===== config.mk =====
export PLATFORM = sky130hd
export DESIGN_NAME = lz4_stream_arbiter
export DESIGN_NICKNAME = d
export VERILOG_FILES = /design/src/rtl/lz4_stream_arbiter.sv
export SDC_FILE = /design/constraint.sdc
export NUM_CORES = 1
export LEC_CHECK = 0
export ABC_AREA = 0
export CAP_MARGIN = 10
export CELL_PAD_IN_SITES_DETAIL_PLACEMENT = 0
export CELL_PAD_IN_SITES_GLOBAL_PLACEMENT = 2
export CORE_UTILIZATION = 30
export CTS_CLUSTER_DIAMETER = 80
export DETAILED_ROUTE_END_ITERATION = 7
export GPL_TIMING_DRIVEN = 0
export HOLD_SLACK_MARGIN = 0.02
export PLACE_DENSITY = 0.85
export SYNTH_ARGS = -nofsm -noshare
export SYNTH_HDL_FRONTEND = slang
export SYNTH_SLANG_ARGS = --single-unit

===== constraint.sdc =====
create_clock -name clk -period 6.46 [get_ports clk]
set_input_delay 1.292 -clock clk [delete_from_list [all_inputs] [get_ports clk]]
set_output_delay 1.292 -clock clk [all_outputs]
set_load 0.01 [all_outputs]

===== src/rtl/lz4_stream_arbiter.sv =====
// Block-granular arbiter that lets two compressed LZ4 streams share one decompressor.
// A granted requester owns the decompressor from its reset pulse until the output drains quiet.
`timescale 1ns/1ps

module lz4_stream_arbiter #(
    parameter int word_size  = 8,
    parameter int DRAIN_IDLE = 16
) (
    input  logic                 clk,
    input  logic                 reset,
    input  logic                 req0,
    input  logic                 req1,
    input  logic [15:0]          len0,
    input  logic [15:0]          len1,
    input  logic                 in_valid0,
    input  logic                 in_valid1,
    input  logic [word_size-1:0] in_data0,
    input  logic [word_size-1:0] in_data1,
    output logic                 in_ready0,
    output logic                 in_ready1,
    output logic                 dec_reset,
    output logic                 dec_write,
    output logic [word_size-1:0] dec_compressed_word,
    input  logic [word_size-1:0] dec_uncompressed_word,
    input  logic                 dec_data_valid,
    output logic [word_size-1:0] out_word,
    output logic                 out_valid,
    output logic                 out_id,
    output logic [1:0]           grant,
    output logic                 busy,
    output logic                 block_done
);

    typedef enum logic [2:0] {IDLE, START, FEED, DRAIN, DONE} state_t;

    localparam logic [4:0] QUIET_LAST = 5'(DRAIN_IDLE - 1);

    state_t               state;
    logic                 last_id;
    logic                 cur_id;
    logic [15:0]          len_reg;
    logic [15:0]          byte_cnt;
    logic [4:0]           quiet_cnt;
    logic                 next_id;
    logic                 handshake;
    logic [word_size-1:0] cur_data;

    // On a tie the requester that was not served last wins.
    always_comb begin
        next_id = req1;
        if (req0 && req1) begin
            next_id = ~last_id;
        end
    end

    assign in_ready0  = (state == FEED) && !cur_id;
    assign in_ready1  = (state == FEED) && cur_id;
    assign handshake  = (in_valid0 && in_ready0) || (in_valid1 && in_ready1);
    assign cur_data   = cur_id ? in_data1 : in_data0;
    assign grant      = (state == IDLE) ? 2'b00 : (cur_id ? 2'b10 : 2'b01);
    assign busy       = (state != IDLE);
    assign block_done = (state == DONE);
    assign dec_reset  = reset || (state == START);

    always_ff @(posedge clk) begin
        if (reset) begin
            state               <= IDLE;
            last_id             <= 1'b1;
            cur_id              <= 1'b0;
            len_reg             <= '0;
            byte_cnt            <= '0;
            quiet_cnt           <= '0;
            dec_write           <= 1'b0;
            dec_compressed_word <= '0;
            out_word            <= '0;
            out_valid           <= 1'b0;
            out_id              <= 1'b0;
        end else begin
            dec_write <= handshake;
            if (handshake) begin
                dec_compressed_word <= cur_data;
            end

            out_id <= cur_id;
            if (state == FEED || state == DRAIN) begin
                out_word  <= dec_uncompressed_word;
                out_valid <= dec_data_valid;
            end else begin
                out_valid <= 1'b0;
            end

            case (state)
                IDLE: begin
                    if (req0 || req1) begin
                        cur_id  <= next_id;
                        len_reg <= next_id ? len1 : len0;
                        state   <= START;
                    end
                end
                START: begin
                    byte_cnt  <= '0;
                    quiet_cnt <= '0;
                    state     <= (len_reg != 16'd0) ? FEED : DRAIN;
                end
                FEED: begin
                    if (handshake) begin
                        byte_cnt <= byte_cnt + 16'd1;
                        // Compare against len-1 so a 65535-byte block never wraps the counter.
                        if (byte_cnt == len_reg - 16'd1) begin
                            quiet_cnt <= '0;
                            state     <= DRAIN;
                        end
                    end
                end
                DRAIN: begin
                    if (dec_data_valid) begin
                        quiet_cnt <= '0;
                    end else if (quiet_cnt == QUIET_LAST) begin
                        quiet_cnt <= '0;
                        state     <= DONE;
                    end else begin
                        quiet_cnt <= quiet_cnt + 5'd1;
                    end
                end
                DONE: begin
                    last_id <= cur_id;
                    state   <= IDLE;
                end
                default: state <= IDLE;
            endcase
        end
    end

endmodule

# [After elaboration in Yosys (flattened, before gate mapping)]
# Cells that the tools add are included.
# W data, S select, Z words.
[word_totals] input_bits=63 register_bits=61 output_inout_bits=26 word_cells=66
[classes] bitwise=2 n_eq_ne=11 reduce_logical=20 n_mux=19 addsub=3
[ops] cell="$mux W16" n=2
[ops] cell="$pmux W16 S2" n=1
[ops] cell="$mux W5" n=4
[ops] cell="$add A16 B1 Y16 const B" n=1
[ops] cell="$eq A16 B16 Y1" n=1
[ops] cell="$reduce_bool A16 Y1" n=1
[ops] cell="$sub A16 B1 Y16 const B" n=1
[ops] cell="$mux W3" n=5
[ops] cell="$pmux W5 S3" n=1
[ops] cell="$pmux W3 S4" n=1
[ops] cell="$mux W8" n=1
[ops] cell="$eq A3 B2 Y1 const B" n=2
[ops] cell="$ne A2 B1 Y1 const B" n=3
[ops] cell="$reduce_bool A3 Y1" n=2
[ops] cell="$add A5 B1 Y5 const B" n=1
[ops] cell="$eq A5 B4 Y1 const B" n=1
[ops] cell="$logic_and A1 B1 Y1" n=5
[ops] cell="$reduce_and A5 Y1" n=1
[ops] cell="$logic_or A1 B1 Y1" n=4
[ops] cell="$mux W2" n=2
[ops] cell="$ne A2 B2 Y1 const B" n=2
[ops] cell="$reduce_and A2 Y1" n=2
[ops] cell="$eq A3 B1 Y1 const B" n=1
[ops] cell="$eq A3 B3 Y1 const B" n=1
[ops] cell="other kinds (7)" n=9

# [Logic depth before layout (Yosys ltp)]
# Gate-level depths: netlist of run 1.
[depth] ltp_word=6 depth_mapped=9 depth_no_buf=9

# [Worst setup path before layout of run 1]
# No wires, ideal clock.
[synth_path] kind="input port to output port" start="in reset" end="out dec_reset" required_ps=5168 stages=2 path_buffers=1 t_arrival_ps=1835 setup_slack_ps=3333 cell_sequence="o21bai_1 clkbuf_1"
[synth_via] elab_chain_len=1
[synth_rtl] element="from (decl)" line="10" rtl="input logic reset,"
[synth_rtl] element="$logic_or A1 B1 Y1" line="63" rtl="assign dec_reset = reset || (state == START);"
[synth_rtl] element="to (decl)" line="21" rtl="output logic dec_reset,"
# Every way passes these cells.

# [Worst setup path after layout of run 1]
# Ends and elaborated chain as after synthesis.

==> results of run 1 <==
## final timing paths
check / cells past startpoint / slack (ns) / endpoint
setup reg to reg: 9 / 3.93 / state[0]$_SDFFE_PP0P_
setup / recovery: 4 / 2.02 / dec_reset
hold reg to reg: 2 / 0.46 / out_word[3]$_SDFFE_PP0N_
hold / removal: 2 / 0.46 / out_word[3]$_SDFFE_PP0N_
## metrics by stage
| step | area, um2 | utilization, % |
|---|---|---|
| 2_1_floorplan | 3240 | - |
| 3_3_place_gp | 4290 | 41.3 |
| 3_5_place_dp | 4290 | 41.3 |
| 4_1_cts | 4510 | 43.5 |
| 5_1_grt | 4510 | 43.5 |
| 6_report | 4510 | 43.5 |
## cell usage in the layout (no fill, tap or decap), types with 3 or more instances in the layout
| master | n |
|---|---|
| nand2b_1 | 6 |
| mux2i_1 | 29 |
| clkdlybuf4s50_1 | 88 |
| nand4_1 | 7 |
| inv_1 | 4 |
| a21oi_1 | 11 |
| clkbuf_8 | 10 |
| clkbuf_1 | 18 |
| nor3b_1 | 4 |
| nor2_1 | 55 |
| nor3_2 | 3 |
| nand3_1 | 13 |
| buf_2 | 4 |
| nor2b_1 | 9 |
| dfxtp_1 | 61 |
| xor2_1 | 16 |
| ha_1 | 3 |
| a211oi_1 | 27 |
| nand2_1 | 25 |
| and3_1 | 6 |
| xnor2_1 | 18 |
| o21ai_0 | 9 |
| and2_1 | 3 |
| nor3_1 | 5 |
| nand3b_1 | 8 |
## kinds of logic after synthesis
| logic type | synth area share [%] |
|---|---|
| compound gates | 13.3 |
| xor+xnor | 9.20 |
| fa+ha+maj | 1.16 |
| buf+inv | 3.17 |
| flops | 37.7 |
| mux | 9.32 |
| simple gates | 26.2 |
## critical path, cell delays in order
cell and delay [ns]:
clkdlybuf4s50_1 0.51, o21bai_1 0.32, clkbuf_1 0.40, clkdlybuf4s50_1 0.61
## where the power goes
group	internal (W)	switching [W]
Combinational	0.000137	0.000132
Clock	0.000229	0.000158
Sequential	0.000403	0.0000274
## metal layers
layer | global-route usage (%) | wire length [um]
met3 | 4.45 | 483
met4 | 4.46 | 119
met1 | 19.9 | 3980
met5 | 0 | 0
met2 | 28.0 | 4180
## area by class of cell
type / count / area, um2 / share of cell area [%]
sequential: 61 / 1220 / 27.1
clock inverter: 5 / 83.8 / 1.86
buffer: 22 / 87.6 / 1.94
inverter: 4 / 15.0 / 0.333
timing repair buffer: 88 / 881 / 19.5
clock buffer: 11 / 141 / 3.13
multi-input combinational: 287 / 1910 / 42.4
tap: 136 / 170 / 3.77
==> impl_metrics.csv, run 1 <==
group,metric,value,unit
worst_setup_path,critical_path.startpoint_type,"input port",
grt,grt_use_total,16.3,%
power,p_total,0.00109,W
yosys,synth.area.top_cells,"dfxtp_1 (38%), mux2i_1 (9.0%), nor2_1 (6.4%), a211oi_1 (6.3%), xnor2_1 (4.9%)",
sta,skew,0.0148,ns
placement,dp.cells,598,
yosys,synth_ff_type,"dfxtp_1",
yosys,syn_area,3240,um2
sta,rsz0062_at_grt,"false",
worst_setup_path,crit_required,5.17,ns
floorplanning,die_area,11200,um2
power,ir_drop,0.0909,mV
sta,whs,0.458,ns
yosys,yosysTopAreaCellShare,37.7,%
clock_network,cts_buffers,9,
yosys,ys_seq_area_share,37.7,%
grt,grt_pass1_vias,2929,
final_layout,antenna_cells,0,
final_layout,area_growth_syn_to_layout,39.4,%
yosys,synth_most_common_cell,"dfxtp_1",
placement,post-place-ws,2.01,ns
floorplanning,rows,37,
floorplanning,ios,89,
job,drv_cap,0,
sta,finalWorstSetupSlack,2.02,ns
route,postRouteWirelength,8760,um
worst_setup_path,worstPathArrival,3.15,ns
clock_network,clock_tree.root_cell,"clkbuf_8",
clock_network,clk_latency,0.34,ns
clock_network,cts_resized,0,
sta,finalCriticalPeriod,4.44,ns
floorplanning,die_w,106,um
final_layout,fin_cells,614,
sta,fmax,0.225,GHz
final_layout,drive_gt1_share,6.28,%
sta,final_max_slew_viol_count,0,
worst_setup_path,end_kind,"primary output",
clock_network,clk_pin_slew_worst_paths,0.07,ns
worst_setup_path,worst-setup-path-type,"in2out",
yosys,synth_edf_count,0,
yosys,yosysTopAreaCell,"dfxtp_1",
yosys,avgSynthCellArea,8.65,um2
sta,max-slew-margin-rel,51.3,%
route,drt-pass1-iter-count,5,
worst_hold_path,hp-class,"reg2reg",
placement,port_buffers,88,
placement,place_congestion,0.789,
yosys,ys_seq_elements,61,
worst_hold_path,min_from,"out_word[3]$_SDFFE_PP0N_",
worst_setup_path,r2r-start,"len_reg[0]$_SDFFE_PP0P_",
sta,setup_viol,0,
power,power.density,241,nW/um2
sta,period_share,68.7,%
route,vias,3037,
grt,grt_overflow,0,
floorplanning,start_util,31.2,%
clock_network,cts_tree,"built",
grt,grt_antenna_before_repair,0,
final_layout,num-nets-final,539,
yosys,ys_types,49,
status,outcome,"finished, final reports clean",
yosys,synth_warnings,0,
grt,grt_first_pass_wirelength,14300,um
clock_network,clock_path_buffers,2,
worst_setup_path,startpoint,"reset",
clock_network,hold_buffers,0,
clock_network,postCtsSetupBuffers,0,
floorplanning,core,10400,um2
route,final_antenna_net_count,0,
yosys,syn-instance-count,374,
route,drc,0,
yosys,syn-num-nets,440,
yosys,synthTopCellsByCount,"dfxtp_1 (61), nor2_1 (55), mux2i_1 (29)",
clock_network,clock_sinks,61,
floorplanning,die_h,106,um
final_layout,nFillCells,1071,
yosys,synth-async-reset-ratio,0,%
placement,dp_hpwl,6740,um
route,drt-initial-drc-count,91,
sta,finalHoldViolCount,0,
sta,fin_tns_setup,0,ns
power,p_leak,1.57,nW
route,wl_per_cell,14.3,um
route,viasPerCell,4.95,
sta,worst_slew_pin_slew,0.730,ns
worst_setup_path,path_max_fanout,10,
clock_network,htreeDepth,3,
grt,grt_max_degree,12,
Note: power is estimated with default switching activity, not from simulation.
==> run 2, diff against run 1 <==
- CORE_UTILIZATION: 30 -> 28
- PLACE_DENSITY: 0.85 -> 0.8
- clock period: 6.46 -> 4.4 ns (I/O delays scaled with it)
==> impl_metrics.csv, run 2 (synthesis results as in run 1) <==
group,metric,value,unit
clock_network,htreeDepth,3,
grt,grt_overflow,0,
placement,port_buffers,88,
sta,setup_viol,0,
power,p_leak,1.62,nW
sta,skew,0.00637,ns
worst_setup_path,path_max_fanout,10,
grt,grtUsageMet3,7.29,%
clock_network,clk_pin_slew_worst_paths,0.05,ns
clock_network,clock_tree.root_cell,"clkbuf_16",
worst_setup_path,critPathBufInv,3,
sta,period_share,83.1,%
sta,finalCriticalPeriod,3.66,ns
floorplanning,start_util,29.3,%
sta,worst_slew_pin_slew,0.743,ns
final_layout,fin_util,41.7,%
clock_network,clock_path_buffers,2,
route,wl_per_cell,14.1,um
floorplanning,rows,38,
worst_setup_path,critical_path.startpoint_type,"register",
worst_setup_path,critPathTopFamily,"buffers and inverters",
final_layout,layout_commonest_cell,"clkdlybuf4s50_1",
floorplanning,core,11000,um2
grt,grt_use_total,16.1,%
sta,finalHoldViolCount,0,
floorplanning,ios,89,
route,viasPerCell,4.83,
worst_setup_path,cpMostUsedCell,"clkbuf_1",
grt,use_met1,18.0,%
clock_network,clk_latency,0.33,ns
clock_network,clock_sinks,61,
worst_setup_path,crit_chain,"clkbuf_1 -> nand2b_1 -> o21bai_1 -> clkbuf_1 -> clkdlybuf4s50_1",
worst_setup_path,critPathMaxStageDelay,0.62,ns
route,postRouteWirelength,8740,um
placement,dp_hpwl,6730,um
final_layout,num-nets-final,539,
clock_network,cts_resized,0,
worst_setup_path,crit_required,3.52,ns
sta,rsz0062_at_grt,"false",
placement,place_congestion,0.806,
grt,met2_usage,27.4,%
worst_setup_path,rr_worst_depth,9,
grt,grt_antenna_before_repair,0,
clock_network,hold_buffers,0,
clock_network,postCtsSetupBuffers,0,
worst_setup_path,critPathSlowestCell,"clkdlybuf4s50_1",
job,drv_cap,0,
placement,place_area,4290,um2
grt,grt_pass1_vias,3085,
route,vias,2983,
worst_setup_path,end_kind,"primary output",
sta,final_max_slew_viol_count,0,
clock_network,cts_buffers,9,
worst_hold_path,hold_depth,2,
sta,max-slew-margin-rel,50.5,%
floorplanning,die_area,12000,um2
clock_network,cts_tree,"built",
final_layout,final_area,4600,um2
final_layout,drive_gt1_share,6.07,%
worst_setup_path,worstPathArrival,2.78,ns
final_layout,area_growth_syn_to_layout,42.1,%
sta,fmax,0.274,GHz
status,outcome,"finished, final reports clean",
grt,grt_first_pass_wirelength,14600,um
worst_hold_path,hp-class,"reg2reg",
route,drc,0,
route,final_antenna_net_count,0,
worst_setup_path,cp.depth,5,
route,drt-initial-drc-count,128,
floorplanning,die_w,110,um
worst_setup_path,worst-setup-path-type,"reg2out",
power,power.density,383,nW/um2
sta,fin_tns_setup,0,ns
floorplanning,die_h,110,um
grt,grt_max_degree,11,
power,ir_drop,0.250,mV
final_layout,antenna_cells,0,
route,drt-pass1-iter-count,4,
grt,busiest_layer,"met2",
final_layout,layout_common_cells,"clkdlybuf4s50_1 (88), dfxtp_1 (61), nor2_1 (55)",
-- run 2: power breakdown --
group	internal (W)	switching (W)
Clock	0.000492	0.000243
Combinational	0.000200	0.000191
Sequential	0.000592	0.0000420
Total	0.00129	0.000476
-- run 2: area by class of cell --
cell class	count	area (um2)
Buffer	22	87.6
Fill cell	1145	6430
Clock buffer	11	233
Tap cell	140	175
Sequential cell	61	1220
Multi-Input combinational cell	287	1910
Inverter	4	15.0
Clock inverter	5	75.1
Timing Repair Buffer	88	881
-- run 2: layer usage --
metal  wire length [um]  share of wire (%)  vias up
met3                769                8.8       10
met1               3890                 44     1368
met2               3970                 45       87
li1                   -                  -     1518
met5                  0                  0        -
met4                114                1.3        0
-- run 2: worst paths after layout --
kind | from | to | slack, ns
worst max-delay path | state[0]$_SDFFE_PP0P_ | dec_reset | 0.74
worst min-delay path | out_word[2]$_SDFFE_PP0N_ | out_word[2]$_SDFFE_PP0N_ | 0.45
worst max register to register | len_reg[0]$_SDFFE_PP0P_ | state[0]$_SDFFE_PP0P_ | 1.91
worst min register to register | out_word[2]$_SDFFE_PP0N_ | out_word[2]$_SDFFE_PP0N_ | 0.45
-- run 2: metrics by stage --
stage,hold slack [ns],power [W],std cells,setup slack [ns]
finish,0.455,0.00176,618,0.744
global route,0.476,0.00186,618,0.466
CTS,0.456,0.00178,618,0.682
detailed placement,0.448,0.00104,602,0.797
global placement,0.443,0.00104,602,0.817
floorplan,0.473,0.000883,374,2.05
-- run 2: tightest hold or removal path, stage by stage, from the launching register on --
cell and delay, ns:
dfxtp_1 0.30, nand2_1 0.05, a21oi_1 0.05
